`src/rtl/control_unit.sv`:
```
`default_nettype none
// ============================================================================
// Module   : control_unit
// Brief    : Multicycle MIPS main control FSM; Moore decode of all datapath
//            selects and strobes (BRANCH PCWrite also follows ALU zero).
// Revision : 1.0 - initial release
// ============================================================================
module control_unit #(
    parameter int STATE_W = 5
) (
    input  logic               clock,
    input  logic               reset,
    input  logic [5:0]         opcode,
    input  logic [5:0]         funct,
    input  logic               overflow,
    input  logic               zero,
    output logic               PCWrite,
    output logic [1:0]         IorD,
    output logic               MemWrite,
    output logic               IRWrite,
    output logic               MDRWrite,
    output logic               RegWrite,
    output logic [1:0]         RegDst,
    output logic [2:0]         MemToReg,
    output logic               LoadAB,
    output logic               LoadALUOut,
    output logic               LoadEPC,
    output logic [1:0]         ALUSrcA,
    output logic [2:0]         ALUSrcB,
    output logic [2:0]         ALUControl,
    output logic [1:0]         PCSrc,
    output logic [STATE_W-1:0] state
);

    localparam logic [STATE_W-1:0] c_st_reset       = STATE_W'(0);
    localparam logic [STATE_W-1:0] c_st_fetch       = STATE_W'(1);
    localparam logic [STATE_W-1:0] c_st_fetch_wait  = STATE_W'(2);
    localparam logic [STATE_W-1:0] c_st_ir_load     = STATE_W'(3);
    localparam logic [STATE_W-1:0] c_st_decode      = STATE_W'(4);
    localparam logic [STATE_W-1:0] c_st_exec_r      = STATE_W'(5);
    localparam logic [STATE_W-1:0] c_st_alu_wb      = STATE_W'(6);
    localparam logic [STATE_W-1:0] c_st_exec_i      = STATE_W'(7);
    localparam logic [STATE_W-1:0] c_st_mem_addr    = STATE_W'(8);
    localparam logic [STATE_W-1:0] c_st_mem_rd      = STATE_W'(9);
    localparam logic [STATE_W-1:0] c_st_mem_rd_wait = STATE_W'(10);
    localparam logic [STATE_W-1:0] c_st_load_wb     = STATE_W'(11);
    localparam logic [STATE_W-1:0] c_st_mem_wr      = STATE_W'(12);
    localparam logic [STATE_W-1:0] c_st_branch      = STATE_W'(13);
    localparam logic [STATE_W-1:0] c_st_jump        = STATE_W'(14);
    localparam logic [STATE_W-1:0] c_st_jal         = STATE_W'(15);
    localparam logic [STATE_W-1:0] c_st_jal_wb      = STATE_W'(16);
    localparam logic [STATE_W-1:0] c_st_lui         = STATE_W'(17);
    localparam logic [STATE_W-1:0] c_st_jr          = STATE_W'(18);
    localparam logic [STATE_W-1:0] c_st_exc_epc     = STATE_W'(19);
    localparam logic [STATE_W-1:0] c_st_exc_jmp     = STATE_W'(20);

    localparam logic [5:0] c_op_rtype = 6'h00;
    localparam logic [5:0] c_op_addi  = 6'h08;
    localparam logic [5:0] c_op_lw    = 6'h23;
    localparam logic [5:0] c_op_sw    = 6'h2B;
    localparam logic [5:0] c_op_beq   = 6'h04;
    localparam logic [5:0] c_op_bne   = 6'h05;
    localparam logic [5:0] c_op_j     = 6'h02;
    localparam logic [5:0] c_op_jal   = 6'h03;
    localparam logic [5:0] c_op_lui   = 6'h0F;

    localparam logic [5:0] c_fn_add = 6'h20;
    localparam logic [5:0] c_fn_sub = 6'h22;
    localparam logic [5:0] c_fn_and = 6'h24;
    localparam logic [5:0] c_fn_jr  = 6'h08;

    localparam logic [2:0] c_alu_pass = 3'b000;
    localparam logic [2:0] c_alu_add  = 3'b001;
    localparam logic [2:0] c_alu_sub  = 3'b010;
    localparam logic [2:0] c_alu_and  = 3'b011;

    logic [STATE_W-1:0] r_state;
    logic [STATE_W-1:0] w_next_state;
    logic               w_fn_add_sub;

    // Only add/sub can trap on overflow; and never does.
    assign w_fn_add_sub = (funct == c_fn_add) || (funct == c_fn_sub);

    always_comb begin
        w_next_state = c_st_reset;
        case (r_state)
            c_st_reset:       w_next_state = c_st_fetch;
            c_st_fetch:       w_next_state = c_st_fetch_wait;
            c_st_fetch_wait:  w_next_state = c_st_ir_load;
            c_st_ir_load:     w_next_state = c_st_decode;
            c_st_decode: begin
                case (opcode)
                    c_op_rtype: begin
                        if (w_fn_add_sub || (funct == c_fn_and))
                            w_next_state = c_st_exec_r;
                        else if (funct == c_fn_jr)
                            w_next_state = c_st_jr;
                        else
                            w_next_state = c_st_exc_epc;
                    end
                    c_op_addi:          w_next_state = c_st_exec_i;
                    c_op_lw, c_op_sw:   w_next_state = c_st_mem_addr;
                    c_op_beq, c_op_bne: w_next_state = c_st_branch;
                    c_op_j:             w_next_state = c_st_jump;
                    c_op_jal:           w_next_state = c_st_jal;
                    c_op_lui:           w_next_state = c_st_lui;
                    default:            w_next_state = c_st_exc_epc;
                endcase
            end
            c_st_exec_r:      w_next_state = (w_fn_add_sub && overflow) ? c_st_exc_epc : c_st_alu_wb;
            c_st_exec_i:      w_next_state = overflow ? c_st_exc_epc : c_st_alu_wb;
            c_st_mem_addr:    w_next_state = (opcode == c_op_sw) ? c_st_mem_wr : c_st_mem_rd;
            c_st_mem_rd:      w_next_state = c_st_mem_rd_wait;
            c_st_mem_rd_wait: w_next_state = c_st_load_wb;
            c_st_jal:         w_next_state = c_st_jal_wb;
            c_st_exc_epc:     w_next_state = c_st_exc_jmp;
            c_st_alu_wb, c_st_load_wb, c_st_mem_wr, c_st_branch, c_st_jump,
            c_st_jal_wb, c_st_lui, c_st_jr, c_st_exc_jmp:
                              w_next_state = c_st_fetch;
            default:          w_next_state = c_st_reset;
        endcase
    end

    always_ff @(posedge clock) begin
        if (reset)
            r_state <= c_st_reset;
        else
            r_state <= w_next_state;
    end

    assign state = r_state;

    always_comb begin
        PCWrite    = 1'b0;
        IorD       = 2'b00;
        MemWrite   = 1'b0;
        IRWrite    = 1'b0;
        MDRWrite   = 1'b0;
        RegWrite   = 1'b0;
        RegDst     = 2'b00;
        MemToReg   = 3'b000;
        LoadAB     = 1'b0;
        LoadALUOut = 1'b0;
        LoadEPC    = 1'b0;
        ALUSrcA    = 2'b00;
        ALUSrcB    = 3'b000;
        ALUControl = c_alu_pass;
        PCSrc      = 2'b00;
        case (r_state)
            c_st_reset: begin
                // Stack pointer $29 is initialised to 227 on every reset.
                RegWrite = 1'b1;
                RegDst   = 2'b10;
                MemToReg = 3'b110;
            end
            c_st_fetch, c_st_fetch_wait: begin
                ALUSrcB    = 3'b001;
                ALUControl = c_alu_add;
            end
            c_st_ir_load: begin
                IRWrite = 1'b1;
                PCWrite = 1'b1;
            end
            c_st_decode: begin
                LoadAB     = 1'b1;
                ALUSrcB    = 3'b011;
                ALUControl = c_alu_add;
                LoadALUOut = 1'b1;
            end
            c_st_exec_r: begin
                ALUSrcA    = 2'b01;
                LoadALUOut = 1'b1;
                if (funct == c_fn_sub)
                    ALUControl = c_alu_sub;
                else if (funct == c_fn_and)
                    ALUControl = c_alu_and;
                else
                    ALUControl = c_alu_add;
            end
            c_st_alu_wb: begin
                RegWrite = 1'b1;
                RegDst   = (opcode == c_op_rtype) ? 2'b01 : 2'b00;
            end
            c_st_exec_i, c_st_mem_addr: begin
                ALUSrcA    = 2'b01;
                ALUSrcB    = 3'b010;
                ALUControl = c_alu_add;
                LoadALUOut = 1'b1;
            end
            c_st_mem_rd: begin
                IorD = 2'b10;
            end
            c_st_mem_rd_wait: begin
                IorD     = 2'b10;
                MDRWrite = 1'b1;
            end
            c_st_load_wb: begin
                RegWrite = 1'b1;
                MemToReg = 3'b001;
            end
            c_st_mem_wr: begin
                IorD     = 2'b10;
                MemWrite = 1'b1;
            end
            c_st_branch: begin
                ALUSrcA    = 2'b01;
                ALUControl = c_alu_sub;
                PCSrc      = 2'b01;
                PCWrite    = (opcode == c_op_beq) ? zero : ~zero;
            end
            c_st_jump: begin
                PCWrite = 1'b1;
                PCSrc   = 2'b10;
            end
            c_st_jal: begin
                LoadALUOut = 1'b1;
            end
            c_st_jal_wb: begin
                RegWrite = 1'b1;
                RegDst   = 2'b11;
                PCWrite  = 1'b1;
                PCSrc    = 2'b10;
            end
            c_st_lui: begin
                RegWrite = 1'b1;
                MemToReg = 3'b101;
            end
            c_st_jr: begin
                ALUSrcA = 2'b01;
                PCWrite = 1'b1;
            end
            c_st_exc_epc: begin
                // PC already advanced past the faulting word; EPC gets PC-4.
                ALUSrcB    = 3'b001;
                ALUControl = c_alu_sub;
                LoadEPC    = 1'b1;
            end
            c_st_exc_jmp: begin
                PCWrite = 1'b1;
                PCSrc   = 2'b11;
            end
            default: begin
                PCWrite = 1'b0;
            end
        endcase
    end

endmodule
`default_nettype wire

```
`config.mk`:
```
export PLATFORM = sky130hd
export DESIGN_NAME = control_unit
export DESIGN_NICKNAME = d
export VERILOG_FILES = /design/src/rtl/control_unit.sv
export SDC_FILE = /design/constraint.sdc
export NUM_CORES = 1
export LEC_CHECK = 0
export CORE_UTILIZATION = 26
export CTS_CLUSTER_DIAMETER = 100
export DETAILED_ROUTE_END_ITERATION = 10
export PLACE_DENSITY = 0.6
export SYNTH_ARGS = -nofsm -noshare
export SYNTH_HDL_FRONTEND = slang
export SYNTH_SLANG_ARGS = --single-unit
export TNS_END_PERCENT = 100
```
`constraint.sdc`:
```
create_clock -name clock -period 2 [get_ports clock]
set_input_delay 0.4 -clock clock [delete_from_list [all_inputs] [get_ports clock]]
set_output_delay 0.4 -clock clock [all_outputs]
set_load 0.005 [all_outputs]
```
==> reports/metrics.csv <==
metric;value;unit
num_rows;23;
antenna_found_initial;0;
overflow;0;
skew;0.5346;ps
grt_use_total;0.1977;
leakage;0.9710;nW
hold_path_depth;4;
crit_type;primary input to output pin;
drv_cap;0;
wirelength;4.192;mm
fp.dieArea;4440;sq um
synth_edf_count;0;
crit_required;1600;ps
numCtsBuffers;3;
drcViolationCount;0;
fmax;0.4605;GHz
crit_buf_inv;2;
syn_area;1086;sq um
ys_seq_elements;5;
synthMuxAreaShare;0.03341;
clkSinkCount;5;
reg2regPathDepth;9;
cpMaxStageDelayCell;or4b_4;
grt_pass1_vias;1550;
diodes;0;
period_share;1.086;
worst_slack;-171.4;ps
drive_gt1_frac;0.4335;
final_common_cell;buf_4;
cts_root_buffer;clkbuf_8;
wl_per_cell;13.39;um
synthCells;171;
max_stage_delay;560;ps
syn_avg_cell_area;6.351;sq um
io_pins;46;
cp_cell_sequence;buf_6, or4b_4, nor3_4, xnor2_2, a21oi_2, o32ai_2, buf_2;
layoutNonFillerInstCount;313;
via_per_inst;5.051;
ir_drop;0.0001878;V
clock_path_buffers;2;
layout_common_cells;52 x buf_4, 19 x nand2_1, 17 x a21oi_1;
outcome;finished, violations left;
port_buffers;41;
dieHeight;66.63;um
synth_fa_ha_area_frac;0;
violations;setup timing;
synth_top_family_by_area;simple AND/OR/NAND/NOR gates;
r2r_start;state[1];
crit_path_start_kind;primary input;
cts_tree;yes;
synthDistinctLibCells;55;
grt_pass1_wl;6.831;mm
insertion_delay;220;ps
core;4000;sq um
async_flop_share;0;
min_from;opcode[4];
worstHoldPathType;primary input to flip-flop;
synth-compound-area-share;0.3260;
dp_hpwl;3.078;mm
cts.clk_slew.worst_paths;30;ps
grt_max_degree;20;
power.density;414.7;nW/um^2
rsz0062_at_grt;true;
period_minus_slack;2171;ps
gp_congestion;0.8530;
crit_family;simple AND/OR/NAND/NOR gates;
hold_violations;0;
total_power;0.0008790;W
synth-simple-area-share;0.4159;
cp.arrival;1770;ps
h-tree-depth;1;
drtAntennaViolNets;0;
path_max_fanout;2;
finalMaxSlewViolations;0;
dr.pass1.iters;6;
synth_seq_area_share;0.09217;
drtIter0Drc;60;
fin_util;0.5299;
ctsHoldBuffers;0;
setup_viol;1;
syn2layout_area_growth;95.16;%
place_ws;-988.3;ps
largest_reg_flops;5;
die_w;66.63;um
nNetsFinal;280;
reg2reg_slack;290;ps
cp-end-kind;output pin;
synth_xor_area_frac;0.02419;
yosysWarnings;0;
start_util;0.2715;
post-place-cells;296;
vias;1581;
holdPathEnd;state[3];
synth_flop_cell;dfxtp_1;
r2r_end;state[2];
[final cells by class]
| class | instances | area [sq um] |
|---|---|---|
| clock buffers | 4 | 45.04 |
| fillers | 418 | 1881 |
| inverters | 4 | 18.77 |
| multi-input cells | 147 | 1017 |
| flip-flops and latches | 5 | 107.6 |
| well taps | 50 | 62.56 |
| repair buffers | 103 | 868.3 |
[cell usage after synthesis (all sizes together) (3+ instances only)]
master	count	area, sq um
a21oi	18	90.09
and2	5	31.28
and3	3	18.77
buf	9	65.06
clkbuf	9	33.78
dfxtp	5	100.1
inv	4	15.01
nand2	19	71.32
nand3	3	15.01
nand3b	4	30.03
nor2	20	75.07
nor2b	4	25.02
nor3	7	35.03
nor4b	3	32.53
o21ai	8	40.04
o22ai	4	25.02
or2	3	18.77
[report_power, final]
group	internal (W)	switching (W)	total (W)
combinational	0.000322	0.000257	0.000579
sequential	0.000109	0.00000823	0.000117
clock	0.000137	0.0000469	0.000183
total	0.000567	0.000312	0.000879
[layer usage]
| metal | track usage | part of all wire |
|---|---|---|
| met5 | 0 | 0 |
| met1 | 0.2419 | 0.44 |
| met4 | 0.04255 | 0.0048 |
| met2 | 0.3649 | 0.52 |
| met3 | 0.02055 | 0.035 |
[worst reg2reg max path: stages, from the launching register on]
cell,delay [ps]
dfxtp_2,320
buf_6,140
buf_6,120
nor2_4,110
buf_6,110
nand3_2,90
buf_4,170
nor4b_1,370
o21ai_0,120
o21ai_0,90
[worst max-delay path by stage]
stage | start | to | slack [ps] | cells after the start
after floorplan | opcode[1] | PCWrite | -50 | 6
after global placement | opcode[1] | PCWrite | -980 | 7
after detailed placement | opcode[1] | PCWrite | -990 | 7
after CTS | opcode[5] | PCWrite | -320 | 7
after global routing | opcode[3] | PCWrite | -240 | 7
final | opcode[3] | PCWrite | -170 | 7
[per-stage QoR]
step | TNS [ps] | hold WS [ps] | cell area [sq um]
6_report | -171.4 | 661.0 | 2120
5_1_grt | -345.1 | 706.9 | 2120
4_1_cts | -421.4 | 678.9 | 2022
3_5_place_dp | -4248 | 827.0 | 1869
3_3_place_gp | -4188 | 817.9 | 1869
2_1_floorplan | -45.74 | 581.5 | 1102
[repair_timing]
item,4_1_cts,5_1_grt
gates resized for setup,95,24
pin swaps,16,19
endpoints found under the setup margin,24,9
setup buffers,9,4
[logic make-up (layout without fill, tap and decap cells)]
group	Yosys count	after routing
compound gates	54	54
xor+xnor	3	3
buf+inv	22	111
flops	5	5
mux	3	3
other cells	1	4
simple gates	83	83
Note: power is estimated with default switching activity, not from simulation.
